## config.mk

```make
export PLATFORM = sky130hd
export DESIGN_NAME = ttc3_key_slot
export DESIGN_NICKNAME = d
export VERILOG_FILES = /design/src/rtl/ttc3_pkg.sv /design/src/rtl/ttc3_down_counter.sv /design/src/rtl/ttc3_key_slot.sv
export SDC_FILE = /design/constraint.sdc
export NUM_CORES = 1
export LEC_CHECK = 0
export BUFFER_PORTS_ARGS = -buffer_cell sky130_fd_sc_hd__buf_4
export CORE_AREA = 2 2 281 283
export DETAILED_ROUTE_END_ITERATION = 7
export DIE_AREA = 0 0 283 285
export PLACE_DENSITY = 0.53
export SYNTH_ARGS = -nofsm -noshare
export SYNTH_HDL_FRONTEND = slang
export SYNTH_HIERARCHICAL = 1
export SYNTH_SLANG_ARGS = --single-unit
```

## constraint.sdc

```tcl
create_clock -name clock -period 9.55 [get_ports clock]
set_input_delay 0.4775 -clock clock [delete_from_list [all_inputs] [get_ports clock]]
set_output_delay 0.4775 -clock clock [all_outputs]
set_load 0.05 [all_outputs]
```

## src/rtl/ttc3_pkg.sv

```systemverilog
// Shared types and default widths for the ttc3 key-slot datapath.
package ttc3_pkg;

    typedef enum logic [2:0] {
        IDLE,
        START,
        WAIT,
        LOADED,
        CLEAR
    } ks_state_e;

    localparam int TTC3_KEY_WIDTH  = 256;
    localparam int TTC3_INFO_WIDTH = 64;

endpackage

```

## src/rtl/ttc3_down_counter.sv

```systemverilog
// Loadable down counter that saturates at zero; load wins over decrement.
module ttc3_down_counter #(
    parameter int WIDTH = 4
) (
    input  logic             clock,
    input  logic             reset,
    input  logic             load,
    input  logic [WIDTH-1:0] load_value,
    input  logic             dec,
    output logic [WIDTH-1:0] value,
    output logic             zero
);

    logic [WIDTH-1:0] count;

    always_ff @(posedge clock or posedge reset) begin
        if (reset) begin
            count <= '0;
        end else if (load) begin
            count <= load_value;
        end else if (dec && (count != '0)) begin
            count <= count - WIDTH'(1);
        end
    end

    assign value = count;
    assign zero  = (count == '0);

endmodule

```

## src/rtl/ttc3_key_slot.sv

```systemverilog
// Single ephemeral key slot: drives one KDF derivation per request, serves the
// key for a bounded number of uses and cycles, then zeroizes.
module ttc3_key_slot
    import ttc3_pkg::*;
#(
    parameter int KEY_WIDTH       = TTC3_KEY_WIDTH,
    parameter int INFO_WIDTH      = TTC3_INFO_WIDTH,
    parameter int USE_WIDTH       = 4,
    parameter int LIFETIME_CYCLES = 1024,
    parameter int KDF_TIMEOUT     = 32
) (
    input  logic                  clock,
    input  logic                  reset,
    input  logic                  req_valid,
    output logic                  req_ready,
    input  logic [INFO_WIDTH-1:0] req_info,
    input  logic [USE_WIDTH-1:0]  req_uses,
    output logic                  kdf_start,
    output logic [INFO_WIDTH-1:0] kdf_info,
    input  logic                  kdf_busy,
    input  logic                  kdf_done,
    input  logic [KEY_WIDTH-1:0]  derived_key,
    output logic                  key_valid,
    input  logic                  key_ready,
    output logic [KEY_WIDTH-1:0]  key_out,
    output logic [INFO_WIDTH-1:0] key_info,
    input  logic                  zeroize,
    output logic                  slot_loaded,
    output logic                  err_timeout
);

    localparam int WAIT_W = $clog2(KDF_TIMEOUT + 1);
    localparam int LIFE_W = $clog2(LIFETIME_CYCLES + 1);
    localparam logic [WAIT_W-1:0]    WAIT_LOAD = WAIT_W'(KDF_TIMEOUT);
    localparam logic [WAIT_W-1:0]    WAIT_ONE  = WAIT_W'(1);
    localparam logic [LIFE_W-1:0]    LIFE_LOAD = LIFE_W'(LIFETIME_CYCLES);
    localparam logic [LIFE_W-1:0]    LIFE_ONE  = LIFE_W'(1);
    localparam logic [USE_WIDTH-1:0] USE_ONE   = USE_WIDTH'(1);

    ks_state_e             state;
    logic [KEY_WIDTH-1:0]  key_q;
    logic [INFO_WIDTH-1:0] info_q;
    logic [USE_WIDTH-1:0]  uses_q;

    logic [WAIT_W-1:0] wait_val;
    logic              wait_zero;
    logic [LIFE_W-1:0] life_val;
    logic              life_zero;

    logic handshake;
    logic wait_expire;
    logic life_expire;
    logic last_use;
    logic go_clear;

    assign req_ready   = (state == IDLE) && !kdf_busy;
    assign kdf_start   = (state == START) && !zeroize;
    assign kdf_info    = ((state == START) || (state == WAIT)) ? info_q : '0;
    assign key_valid   = (state == LOADED) && !zeroize;
    assign key_out     = key_valid ? key_q : '0;
    assign key_info    = key_valid ? info_q : '0;
    assign slot_loaded = key_valid;

    // Expiry fires on the decrement that would reach zero, so WAIT lasts
    // exactly KDF_TIMEOUT cycles and LOADED exactly LIFETIME_CYCLES cycles.
    assign handshake   = key_valid && key_ready;
    assign wait_expire = (state == WAIT) && !zeroize && !kdf_done && (wait_val == WAIT_ONE);
    assign life_expire = (state == LOADED) && (life_val == LIFE_ONE);
    assign last_use    = handshake && (uses_q == USE_ONE);
    assign err_timeout = wait_expire;
    assign go_clear    = (zeroize && ((state == START) || (state == WAIT) || (state == LOADED)))
                         || wait_expire || life_expire || last_use;

    ttc3_down_counter #(
        .WIDTH(WAIT_W)
    ) u_wait_cnt (
        .clock     (clock),
        .reset     (reset),
        .load      ((state == START) || (state == CLEAR)),
        .load_value((state == START) ? WAIT_LOAD : '0),
        .dec       (state == WAIT),
        .value     (wait_val),
        .zero      (wait_zero)
    );

    ttc3_down_counter #(
        .WIDTH(LIFE_W)
    ) u_life_cnt (
        .clock     (clock),
        .reset     (reset),
        .load      (((state == WAIT) && kdf_done && !zeroize) || (state == CLEAR)),
        .load_value((state == WAIT) ? LIFE_LOAD : '0),
        .dec       (state == LOADED),
        .value     (life_val),
        .zero      (life_zero)
    );

    always_ff @(posedge clock or posedge reset) begin
        if (reset) begin
            state  <= IDLE;
            key_q  <= '0;
            info_q <= '0;
            uses_q <= '0;
        end else begin
            case (state)
                IDLE: begin
                    if (req_valid && req_ready) begin
                        info_q <= req_info;
                        uses_q <= (req_uses == '0) ? USE_ONE : req_uses;
                        state  <= START;
                    end
                end
                START:  state <= WAIT;
                WAIT: begin
                    if (kdf_done) begin
                        key_q <= derived_key;
                        state <= LOADED;
                    end
                end
                LOADED: begin
                    if (handshake) begin
                        uses_q <= uses_q - USE_ONE;
                    end
                end
                CLEAR:   state <= IDLE;
                default: state <= IDLE;
            endcase
            // Any exit to CLEAR wipes the slot on the same edge, overriding a capture.
            if (go_clear) begin
                state  <= CLEAR;
                key_q  <= '0;
                info_q <= '0;
                uses_q <= '0;
            end
        end
    end

    a_key_zero_when_idle: assert property (@(posedge clock) disable iff (reset)
        ((state == IDLE) || (state == CLEAR)) |-> (key_q == '0));
    a_key_out_gated: assert property (@(posedge clock) disable iff (reset)
        !key_valid |-> (key_out == '0));
    a_start_one_cycle: assert property (@(posedge clock) disable iff (reset)
        kdf_start |=> !kdf_start);
    a_wait_cnt_live: assert property (@(posedge clock) disable iff (reset)
        (state == WAIT) |-> !wait_zero);
    a_life_cnt_live: assert property (@(posedge clock) disable iff (reset)
        (state == LOADED) |-> !life_zero);

endmodule

```

# After elaboration in Yosys (flattened, before gate mapping)
# Cells that the tools add are included.
[op_classes]
n_mux = 24
n_reduce_logical = 40
n_addsub = 3
eq_ne = 11
[ops]
columns = ["op", "n"]
rows = [
  ["256-bit 2-to-1 mux", 4],
  ["64-bit 2-to-1 mux", 5],
  ["11-bit 2-to-1 mux", 3],
  ["6-bit 2-to-1 mux", 3],
  ["4-bit 2-to-1 mux", 4],
  ["1-bit logical AND", 15],
  ["3-bit case mux with 4 select lines", 1],
  ["2-bit nonzero test", 6],
  ["11-bit by 1-bit == test with 1-bit output (second input constant)", 1],
  ["11-bit nonzero test", 1],
  ["11-bit by 1-bit subtractor with 11-bit output (second input constant)", 1],
  ["3-bit 2-to-1 mux", 3],
  ["4-bit case mux with 2 select lines", 1],
  ["1-bit logical OR", 7],
  ["3-bit by 2-bit == test with 1-bit output (second input constant)", 2],
  ["6-bit by 1-bit == test with 1-bit output (second input constant)", 1],
  ["3-bit inequality test (second input constant)", 2],
  ["3-bit AND reduction", 2],
  ["6-bit nonzero test", 1],
  ["6-bit by 1-bit subtractor with 6-bit output (second input constant)", 1],
  ["4-bit by 1-bit == test with 1-bit output (second input constant)", 1],
  ["4-bit logical NOT", 1],
  ["2-bit AND reduction", 2],
  ["4-bit by 1-bit subtractor with 4-bit output (second input constant)", 1],
  ["other kinds (7)", 9],
]
[word_totals]
word_cells = 84
ff_bits = 344
input_bits = 331
output_inout_bits = 389

# Logic depth before layout (Yosys ltp)
# Gate-level depths: netlist of run 1.
[depth]
ltp_word = 9
depth_mapped = 9
mapped_depth_nobuf = 7

# Cells and area by module
# The synthesis of run 1 kept the hierarchy.
[by_module_without_submodules]
columns = ["module", "cells_per_inst", "seq_area_each_um2", "area_each_um2", "instances"]
rows = [
  ["ttc3_key_slot", 1899, 8182.8, 16908.7, 1],
  ["ttc3_down_counter at u_life_cnt", 79, 275.3, 691.9, 1],
  ["ttc3_down_counter at u_wait_cnt", 49, 150.1, 426.7, 1],
]

# Worst setup path after synthesis of run 1
# Ideal clock, no wire load.
[synth_timing]
kind = "input port to output port"
from = "input zeroize"
to = "output key_info[54]"
arrival_time_ps = 2032
path_stages = 4
slack_ps = 7041
required_ps = 9073
n_path_buf = 2
cell_sequence = "nor4bb_1 -> buf_2 -> clkbuf_1 -> and2_1"
[synth_between]
elab_chain_cells = 3
[synth_lines]
columns = ["element", "line", "rtl"]
rows = [
  ["start: declaration", "ttc3_key_slot.sv:27", "input logic zeroize,"],
  ["1-bit logical NOT", "ttc3_key_slot.sv:59", "assign key_valid = (state == LOADED) && !zeroize;"],
  ["1-bit logical AND", "ttc3_key_slot.sv:59", ""],
  ["via key_valid", "ttc3_key_slot.sv:23", "output logic key_valid,"],
  ["64-bit 2-to-1 mux", "ttc3_key_slot.sv:61", "assign key_info = key_valid ? info_q : '0;"],
  ["end: declaration", "ttc3_key_slot.sv:26", "output logic [INFO_WIDTH-1:0] key_info,"],
]
# The timed path passes the listed nets, and every way through them passes these cells.

# Final worst setup path of run 1
[layout_timing]
from = "register state[2]"
to = "output key_out[118]"
[layout_between]
elab_chain_cells = 3
[layout_lines]
columns = ["element", "line", "rtl"]
rows = [
  ["start: declaration", "ttc3_key_slot.sv:40", "ks_state_e state;"],
  ["start signal: assignment", "ttc3_key_slot.sv:100", "state <= IDLE;"],
  ["start signal: assignment", "ttc3_key_slot.sv:110", "state <= START;"],
  ["start signal: assignment", "ttc3_key_slot.sv:113", "START: state <= WAIT;"],
  ["3-bit by 2-bit == test with 1-bit output", "ttc3_key_slot.sv:59", ""],
  ["1-bit logical AND", "ttc3_key_slot.sv:59", ""],
  ["256-bit 2-to-1 mux", "ttc3_key_slot.sv:60", "assign key_out = key_valid ? key_q : '0;"],
  ["end: declaration", "ttc3_key_slot.sv:25", "output logic [KEY_WIDTH-1:0] key_out,"],
]
# No other way between the ends.

==> results_dict.tcl, run 1 <==
set metrics [dict create \
    outcome "finished, final reports clean" \
    wl_mm 65.6 \
    overflow 0 \
    clk_pin_slew_ns 0.06 \
    netlist_area_um2 18000 \
    switching_share_pct 40.7 \
    p_clk_share_pct 24.6 \
    max_cap_viol_count 0 \
    rsz0062_at_grt "false" \
    p_int_mw 4.13 \
    cts_tree "yes" \
    finalNonFillerCells 3753 \
    power_density_nw_per_um2 272 \
    path_max_fanout 95 \
    io_pins 720 \
    end_kind "output pin" \
    drc 0 \
    final_cell_mix "buf_4, nand2_1, dfrtp_1, and2_1, a21oi_2" \
    cp_common_cell "buf_4" \
    die_x_um 283 \
    port_buffers 719 \
    min_period_ns 4.47 \
    hold_violations 0 \
    worstPathArrival_ns 3.99 \
    ir_worst_vdd_v 0.000154 \
    cts.htree.levels 2 \
    worst-path-buf-inv 4 \
    grt_pass1_wl_mm 99.5 \
    setup_violations 0 \
    place_congestion 0.830 \
    grt_pass1_vias 16100 \
    crit_end "key_out[118]" \
    cts_root_buf "clkbuf_16" \
    drt_first_pass_iters 4 \
    wire_per_inst_um 17.5 \
    cts.sinks 344 \
    die_h_um 285 \
    start_util_pct 23.1 \
    cp.depth 6 \
    timing.rr.start "state[2]$_DFFE_PP0P_" \
    r2r_slack_ns 5.58 \
    cts_buffer_depth 3 \
    worst_pin_slew_ns 1.08 \
    clkLatencyLatePin_ns 0.57 \
    cp_top_family "buffers and inverters" \
    period_share_pct 46.8 \
    nets 3002 \
    worstRegToRegCells 6 \
    fmax_ghz 0.224 \
    crit_type "register to output pin" \
    dieArea_um2 80700 \
    critPathMaxStageDelay_ns 0.83 \
    crit_start "state[2]$_DFFE_PP0P_" \
    relSlewSlack_pct 27.5 \
    fin_area_um2 25600 \
    drive_gt1_share_pct 40.3 \
    initialDrtViolationCount 802 \
    multiInputGateArea_um2 8550 \
    crit_required_ns 9.07 \
    yosysWarnings 6 \
    slew_viol_final 0 \
    vias_per_cell 4.25 \
    n_fill_cell 8350 \
    p_leak_nw 11.9 \
    synth_cells 2025 \
    grt_max_degree 132 \
    r2r-end "key_q[186]$_DFFE_PP0P_" \
    dpl-instance-area_um2 24100 \
    hpwl_mm 45.1 \
    grt_usage_pct 15.6 \
    post_synth.cell_area_avg_um2 8.90 \
    area_delta_synth_final_pct 42.1 \
    antenna_found_initial 7 \
    dp.cells 3670 \
    setup_tns_ns 0 \
    switchingPower_mw 2.84 \
    detail-route-antenna-nets 0 \
    cts_buffers 43 \
    clock_skew_ns 0.0241 \
    p_comb_share_pct 38.6 \
    coreArea_um2 78000 \
    crit_chain "nor4bb_4, buf_4, buf_4, buf_4, and2_1, buf_4" \
    crit_slowest_cell "buf_4" \
    final-seq-area_um2 8610 \
    final_common_cell "buf_4" \
    start_kind "register" \
    cts_setup_buffers 0 \
    vias 16000 \
    hold_path_class "input pin to register" \
    p_seq_share_pct 36.7 \
    fp-row-count 103 \
    cts_resized 0 \
]
-- sequential cells by signal, indices dropped and copies added (netlist names) --
name,cells
u_wait_cnt/value,6
info_q,64
state,3
uses_q,4
key_q,256
u_life_cnt/value,11
-- power by group through the flow --
stage               clock network [mW]  registers, mW  logic (mW)
floorplan                            0           2.39        2.20
global placement                     0           2.57        2.70
finish                            1.72           2.56        2.69
CTS                               1.78           2.57        2.73
detailed placement                   0           2.58        2.73
global route                      1.84           2.65        2.97
-- worst min-delay path: cells and delay by family --
| family | cells | cell delay [ns] |
|---|---|---|
| buf+inv | 1 | 0.10 |
| compound gates | 1 | 0.05 |
| simple gates | 1 | 0.04 |
-- timing repair --
| action | 4_1_cts | 5_1_grt |
|---|---|---|
| hold endpoints to repair | 17 | 0 |
| hold buffers | 1 | 0 |
| endpoints found under the setup margin | 0 | 0 |
-- worst min-delay path by stage --
| stage | start | to | cells after the start |
|---|---|---|---|
| 2_1_floorplan | reset | u_wait_cnt/value[0]$_DFFE_PP0P_ | 1 |
| 3_3_place_gp | reset | u_wait_cnt/value[4]$_DFFE_PP0P_ | 2 |
| 3_5_place_dp | reset | u_wait_cnt/value[4]$_DFFE_PP0P_ | 2 |
| 4_1_cts | derived_key[27] | key_q[27]$_DFFE_PP0P_ | 3 |
| 5_1_grt | derived_key[84] | key_q[84]$_DFFE_PP0P_ | 3 |
| 6_report | req_info[45] | info_q[45]$_DFFE_PP0P_ | 3 |
-- layout make-up --
type,count,share of cell area (%)
Antenna cell,3,0.0293
Clock buffer,64,5.02
Clock inverter,15,0.777
Inverter,16,0.264
Multi-Input combinational cell,1521,33.4
Sequential cell,344,33.6
Tap cell,1050,5.13
Timing Repair Buffer,740,21.8
-- stage by stage --
| step | power [mW] | worst slack (ns) | util [%] | hold slack (ns) |
|---|---|---|---|---|
| after detailed placement | 5.31 | 5.56 | 30.9 | 0.482 |
| after global routing | 7.47 | 4.81 | 32.8 | 0.108 |
| final | 6.97 | 5.08 | 32.9 | 0.150 |
| after CTS | 7.08 | 5.04 | 32.8 | 0.0939 |
| after global placement | 5.26 | 5.59 | 30.9 | 0.484 |
| after floorplan | 4.59 | 0.0178 | - | 0.268 |
-- per-layer routing --
metal,wire [um],vias to the layer above,track usage (%)
li1,-,7735,-
met1,27500,7663,19.3
met2,31700,479,26.1
met3,4400,82,4.38
met4,1910,2,5.13
met5,13,-,0
(Power assumes the default switching activity.)
==> run 2, diff against run 1 <==
==> constraint.sdc (replaced) <==
create_clock -name clock -period 3.7 [get_ports clock]
set_input_delay 0.185 -clock clock [delete_from_list [all_inputs] [get_ports clock]]
set_output_delay 0.185 -clock clock [all_outputs]
set_load 0.05 [all_outputs]
==> results_dict.tcl, run 2 (synthesis gave the netlist of run 1 again) <==
set metrics [dict create \
    vias_per_cell 4.22 \
    crit_start "state[2]$_DFFE_PP0P_" \
    start_util_pct 23.1 \
    crit_chain "nor4bb_4, buf_12, and2_1, buf_4" \
    pre_cts_ws_ns 1.12 \
    worst_pin_slew_ns 0.877 \
    detail-route-antenna-nets 0 \
    period_share_pct 82.1 \
    whs_path_depth 3 \
    final_cell_mix "buf_4, nand2_1, dfrtp_1, and2_1, dlygate4sd3_1" \
    n_fill_cell 7946 \
    final_common_cell "buf_4" \
    end_kind "output pin" \
    hold_path_class "input pin to register" \
    finalNonFillerCells 4096 \
    crit_end "key_out[33]" \
    worstPathArrival_ns 2.85 \
    hpwl_mm 45.7 \
    coreArea_um2 78000 \
    cts_buffers 43 \
    overflow 0 \
    drive_gt1_share_pct 36.6 \
    cts_tree "yes" \
    final-seq-area_um2 8610 \
    die_h_um 285 \
    worstRegToRegCells 6 \
    vias 17300 \
    multiInputGateArea_um2 8550 \
    fp-row-count 103 \
    clock_skew_ns 0.0222 \
    largest_reg_flops 256 \
    grt_pass1_vias 18000 \
    clk_pin_slew_ns 0.06 \
    setup_tns_ns 0 \
    crit_type "register to output pin" \
    crit_required_ns 3.51 \
    nets 3349 \
    io_pins 720 \
    start_kind "register" \
    relSlewSlack_pct 41.5 \
    fin_area_um2 29200 \
    min_period_ns 3.04 \
    p_leak_nw 13.4 \
    cp.depth 4 \
    clkLatencyLatePin_ns 0.57 \
    antenna_found_initial 6 \
    fmax_ghz 0.329 \
    setup_violations 0 \
    hold_slack_ns 0.0407 \
    ir_worst_vdd_v 0.000327 \
    drc 0 \
    critPathMaxStageDelay_ns 0.54 \
    r2r-end "key_q[14]$_DFFE_PP0P_" \
    wl_mm 66.8 \
    worst_slack_ns 0.663 \
    port_buffers 719 \
    cts.htree.levels 2 \
    drt_first_pass_iters 5 \
    cp_top_family "simple AND/OR/NAND/NOR gates" \
    timing.rr.start "state[2]$_DFFE_PP0P_" \
    place_congestion 0.809 \
    r2r_slack_ns 1.14 \
    total_power_mw 18.5 \
    slew_viol_final 0 \
    hold_violations 0 \
    cts.sinks 344 \
    die_x_um 283 \
    dpl-instance-area_um2 24500 \
    outcome "finished, final reports clean" \
    cts_setup_buffers 0 \
    power_density_nw_per_um2 633 \
    wire_per_inst_um 16.3 \
    largest-register "key_q" \
    path_max_fanout 167 \
    dp.cells 3697 \
    initialDrtViolationCount 699 \
    cts_root_buf "clkbuf_16" \
    grt_pass1_wl_mm 104 \
    area_delta_synth_final_pct 61.9 \
    crit_slowest_cell "dfrtp_1" \
    rsz0062_at_grt "false" \
    fin_util_pct 37.4 \
    grt_max_degree 168 \
    max_cap_viol_count 0 \
    grt_usage_pct 16.0 \
    dieArea_um2 80700 \
    worst-path-buf-inv 2 \
    cts_buffer_depth 3 \
]
[run 2: power breakdown]
part           internal [mW]  total [mW]  switching [mW]
registers               5.47        6.58            1.11
clock network           2.60        4.34            1.74
logic                   2.94        7.54            4.60
total                   11.0        18.5            7.45
[run 2: final cells by class]
type	count	area share (%)
Timing Repair Buffer	1087	31.5
Clock buffer	58	4.19
Sequential cell	344	29.5
Multi-Input combinational cell	1521	29.3
Tap cell	1050	4.50
Antenna cell	2	0.0172
Clock inverter	18	0.737
Inverter	16	0.219
[run 2: how the worst min path moves through the flow]
stage	startpoint	to	slack, ns
detailed placement	reset	u_wait_cnt/value[5]$_DFFE_PP0P_	0.18
global placement	reset	u_wait_cnt/value[5]$_DFFE_PP0P_	0.17
CTS	req_info[5]	info_q[5]$_DFFE_PP0P_	0.005
global route	req_info[5]	info_q[5]$_DFFE_PP0P_	0.02
floorplan	reset	u_wait_cnt/value[0]$_DFFE_PP0P_	-0.02
finish	req_info[5]	info_q[5]$_DFFE_PP0P_	0.04
[run 2: tightest hold or removal path, cell delays in order]
cell and delay, ns:
buf_4 0.11, nand2_1 0.19, a21oi_2 0.07
[run 2: routing by layer]
| metal | GRT usage (%) | up-vias | part of all wire [%] |
|---|---|---|---|
| li1 | - | 8420 | - |
| met1 | 19.1 | 8232 | 41 |
| met2 | 27.5 | 535 | 49 |
| met3 | 4.07 | 111 | 6.6 |
| met4 | 6.01 | 6 | 3.5 |
| met5 | 0 | - | 0.063 |
[run 2: timing repair]
action / in CTS / in global routing
endpoints found under the hold margin: 352 / 0
resized for setup: 0 / 0
hold buffers: 321 / 0
==> run 3, diff against run 2 <==
==> constraint.sdc (replaced) <==
create_clock -name clock -period 2.7 [get_ports clock]
set_input_delay 0.135 -clock clock [delete_from_list [all_inputs] [get_ports clock]]
set_output_delay 0.135 -clock clock [all_outputs]
set_load 0.05 [all_outputs]
==> results_dict.tcl, run 3 (synthesis gave the netlist of run 1 again) <==
set metrics [dict create \
    outcome "finished, final reports clean" \
    worstPathArrival_ns 2.44 \
    overflow 0 \
    fmax_ghz 0.389 \
    worst_pin_slew_ns 0.746 \
    nets 3413 \
    detail-route-antenna-nets 0 \
    largest_reg_flops 256 \
    hp-start "kdf_busy" \
    cts_buffers 44 \
    hold_slack_ns 0.0658 \
    dpl-instance-area_um2 25000 \
    hold_path_end "uses_q[0]$_DFFE_PP0P_" \
    hold_violations 0 \
    ir_worst_vdd_v 0.000518 \
    r2r_slack_ns 0.28 \
    timing.rr.start "state[0]$_DFFE_PP0P_" \
    antenna_found_initial 4 \
    grt_pass1_wl_mm 107 \
    drc 0 \
    worst_slack_ns 0.130 \
    min_period_ns 2.57 \
    crit_type "register to output pin" \
    initialDrtViolationCount 781 \
    vias_per_cell 4.23 \
    crit_required_ns 2.57 \
    die_h_um 285 \
    final_cell_mix "buf_4, nand2_1, dfrtp_1, dlygate4sd3_1, and2_1" \
    cts.sinks 344 \
    grt_pass1_vias 18400 \
    end_kind "output pin" \
    vias 17600 \
    start_util_pct 23.1 \
    wl_mm 70.0 \
    period_share_pct 95.2 \
    grt_max_degree 120 \
    start_kind "register" \
    worstRegToRegCells 8 \
    pre_cts_ws_ns 0.321 \
    power_density_nw_per_um2 869 \
    n_fill_cell 7873 \
    clkLatencyLatePin_ns 0.57 \
    area_delta_synth_final_pct 66.4 \
    dieArea_um2 80700 \
    cts.htree.levels 2 \
    cts_root_buf "clkbuf_16" \
    fin_area_um2 30000 \
    die_x_um 283 \
    clock_skew_ns 0.0162 \
    p_leak_nw 13.8 \
    slew_viol_final 0 \
    drt_first_pass_iters 4 \
    drive_gt1_share_pct 37.8 \
    wire_per_inst_um 16.8 \
    fp-row-count 103 \
    hold_path_class "input pin to register" \
    coreArea_um2 78000 \
    relSlewSlack_pct 50.3 \
    hpwl_mm 47.7 \
    path_max_fanout 36 \
    grt_usage_pct 16.5 \
    place_congestion 0.803 \
    io_pins 720 \
    clk_pin_slew_ns 0.06 \
    cts_buffer_depth 3 \
    r2r-end "key_q[26]$_DFFE_PP0P_" \
    cts_tree "yes" \
    setup_violations 0 \
    max_cap_viol_count 0 \
    fin_util_pct 38.5 \
    rsz0062_at_grt "true" \
    total_power_mw 26.1 \
    whs_path_depth 4 \
    port_buffers 719 \
    largest-register "key_q" \
    final_common_cell "buf_4" \
]
==> run 3: cell count changes in the layout (fill, tap and decap cells not counted), sizes merged <==
cell and change:
nor2 +1, clkbuf +15, inv -1, bufbuf +1
bufinv -4, clkinvlp +1, clkinv -6, dlygate4sd3 +4
diode -1, buf +54
==> run 3: how the worst max path moves through the flow <==
stage               cells after the start  slack, ns                              end                  from
floorplan                               1      -1.80            info_q[0]$_DFFE_PP0P_                 reset
global placement                        7       0.38  u_life_cnt/value[8]$_DFFE_PP0P_  state[2]$_DFFE_PP0P_
detailed placement                      7       0.32  u_life_cnt/value[8]$_DFFE_PP0P_  state[2]$_DFFE_PP0P_
CTS                                     5      -0.08                     kdf_info[22]  state[0]$_DFFE_PP0P_
global route                            6    -0.0003                      key_out[51]  state[2]$_DFFE_PP0P_
finish                                  6       0.13                      key_out[40]  state[2]$_DFFE_PP0P_
==> run 3: per-stage QoR <==
stage	TNS, ns	std cells
after floorplan	-588.50	2039
after global placement	0	3744
after detailed placement	0	3744
after CTS	-1.60	4153
after global routing	-0.000296	4160
final	0	4160
==> run 3: layer usage <==
layer	GRT usage, %	share of wire, %	vias up
met4	5.66	3.1	4
met5	0	0.030	-
met2	28.9	50	503
li1	-	-	8562
met1	19.9	41	8418
met3	3.79	5.7	113
==> run 3: critical path, cell delays in order (launching register included) <==
cell,delay [ns]
dfrtp_2,0.49
nor4bb_4,0.32
buf_4,0.19
buf_16,0.20
clkbuf_16,0.24
and2_1,0.15
buf_4,0.20
==> run 3: power by group <==
part / leakage (nW) / switching [mW] / internal [mW]
registers: 4.57 / 1.56 / 7.50
clock network: 0.694 / 2.40 / 3.44
logic: 8.51 / 6.56 / 4.60
total: 13.8 / 10.5 / 15.5
==> run 3: final cells by class <==
class                   instances  area (um2)  share of cell area [%]
diodes                          1        2.50                 0.00834
clock buffers                  70        1360                    4.54
clock inverters                 8        60.1                   0.200
inverters                      16        63.8                   0.213
multi-input cells            1522        8570                    28.6
flip-flops and latches        344        8610                    28.7
well taps                    1050        1310                    4.38
repair buffers               1149       10000                    33.4
==> run 3: repair_timing <==
item | 4_1_cts | 5_1_grt
setup buffers | 2 | 3
endpoints found under the setup margin | 276 | 264
hold buffers | 325 | 0
gates cloned | 4 | 3
pin swaps | 2 | 0
hold endpoints to repair | 500 | 0
gates resized for setup | 7 | 13
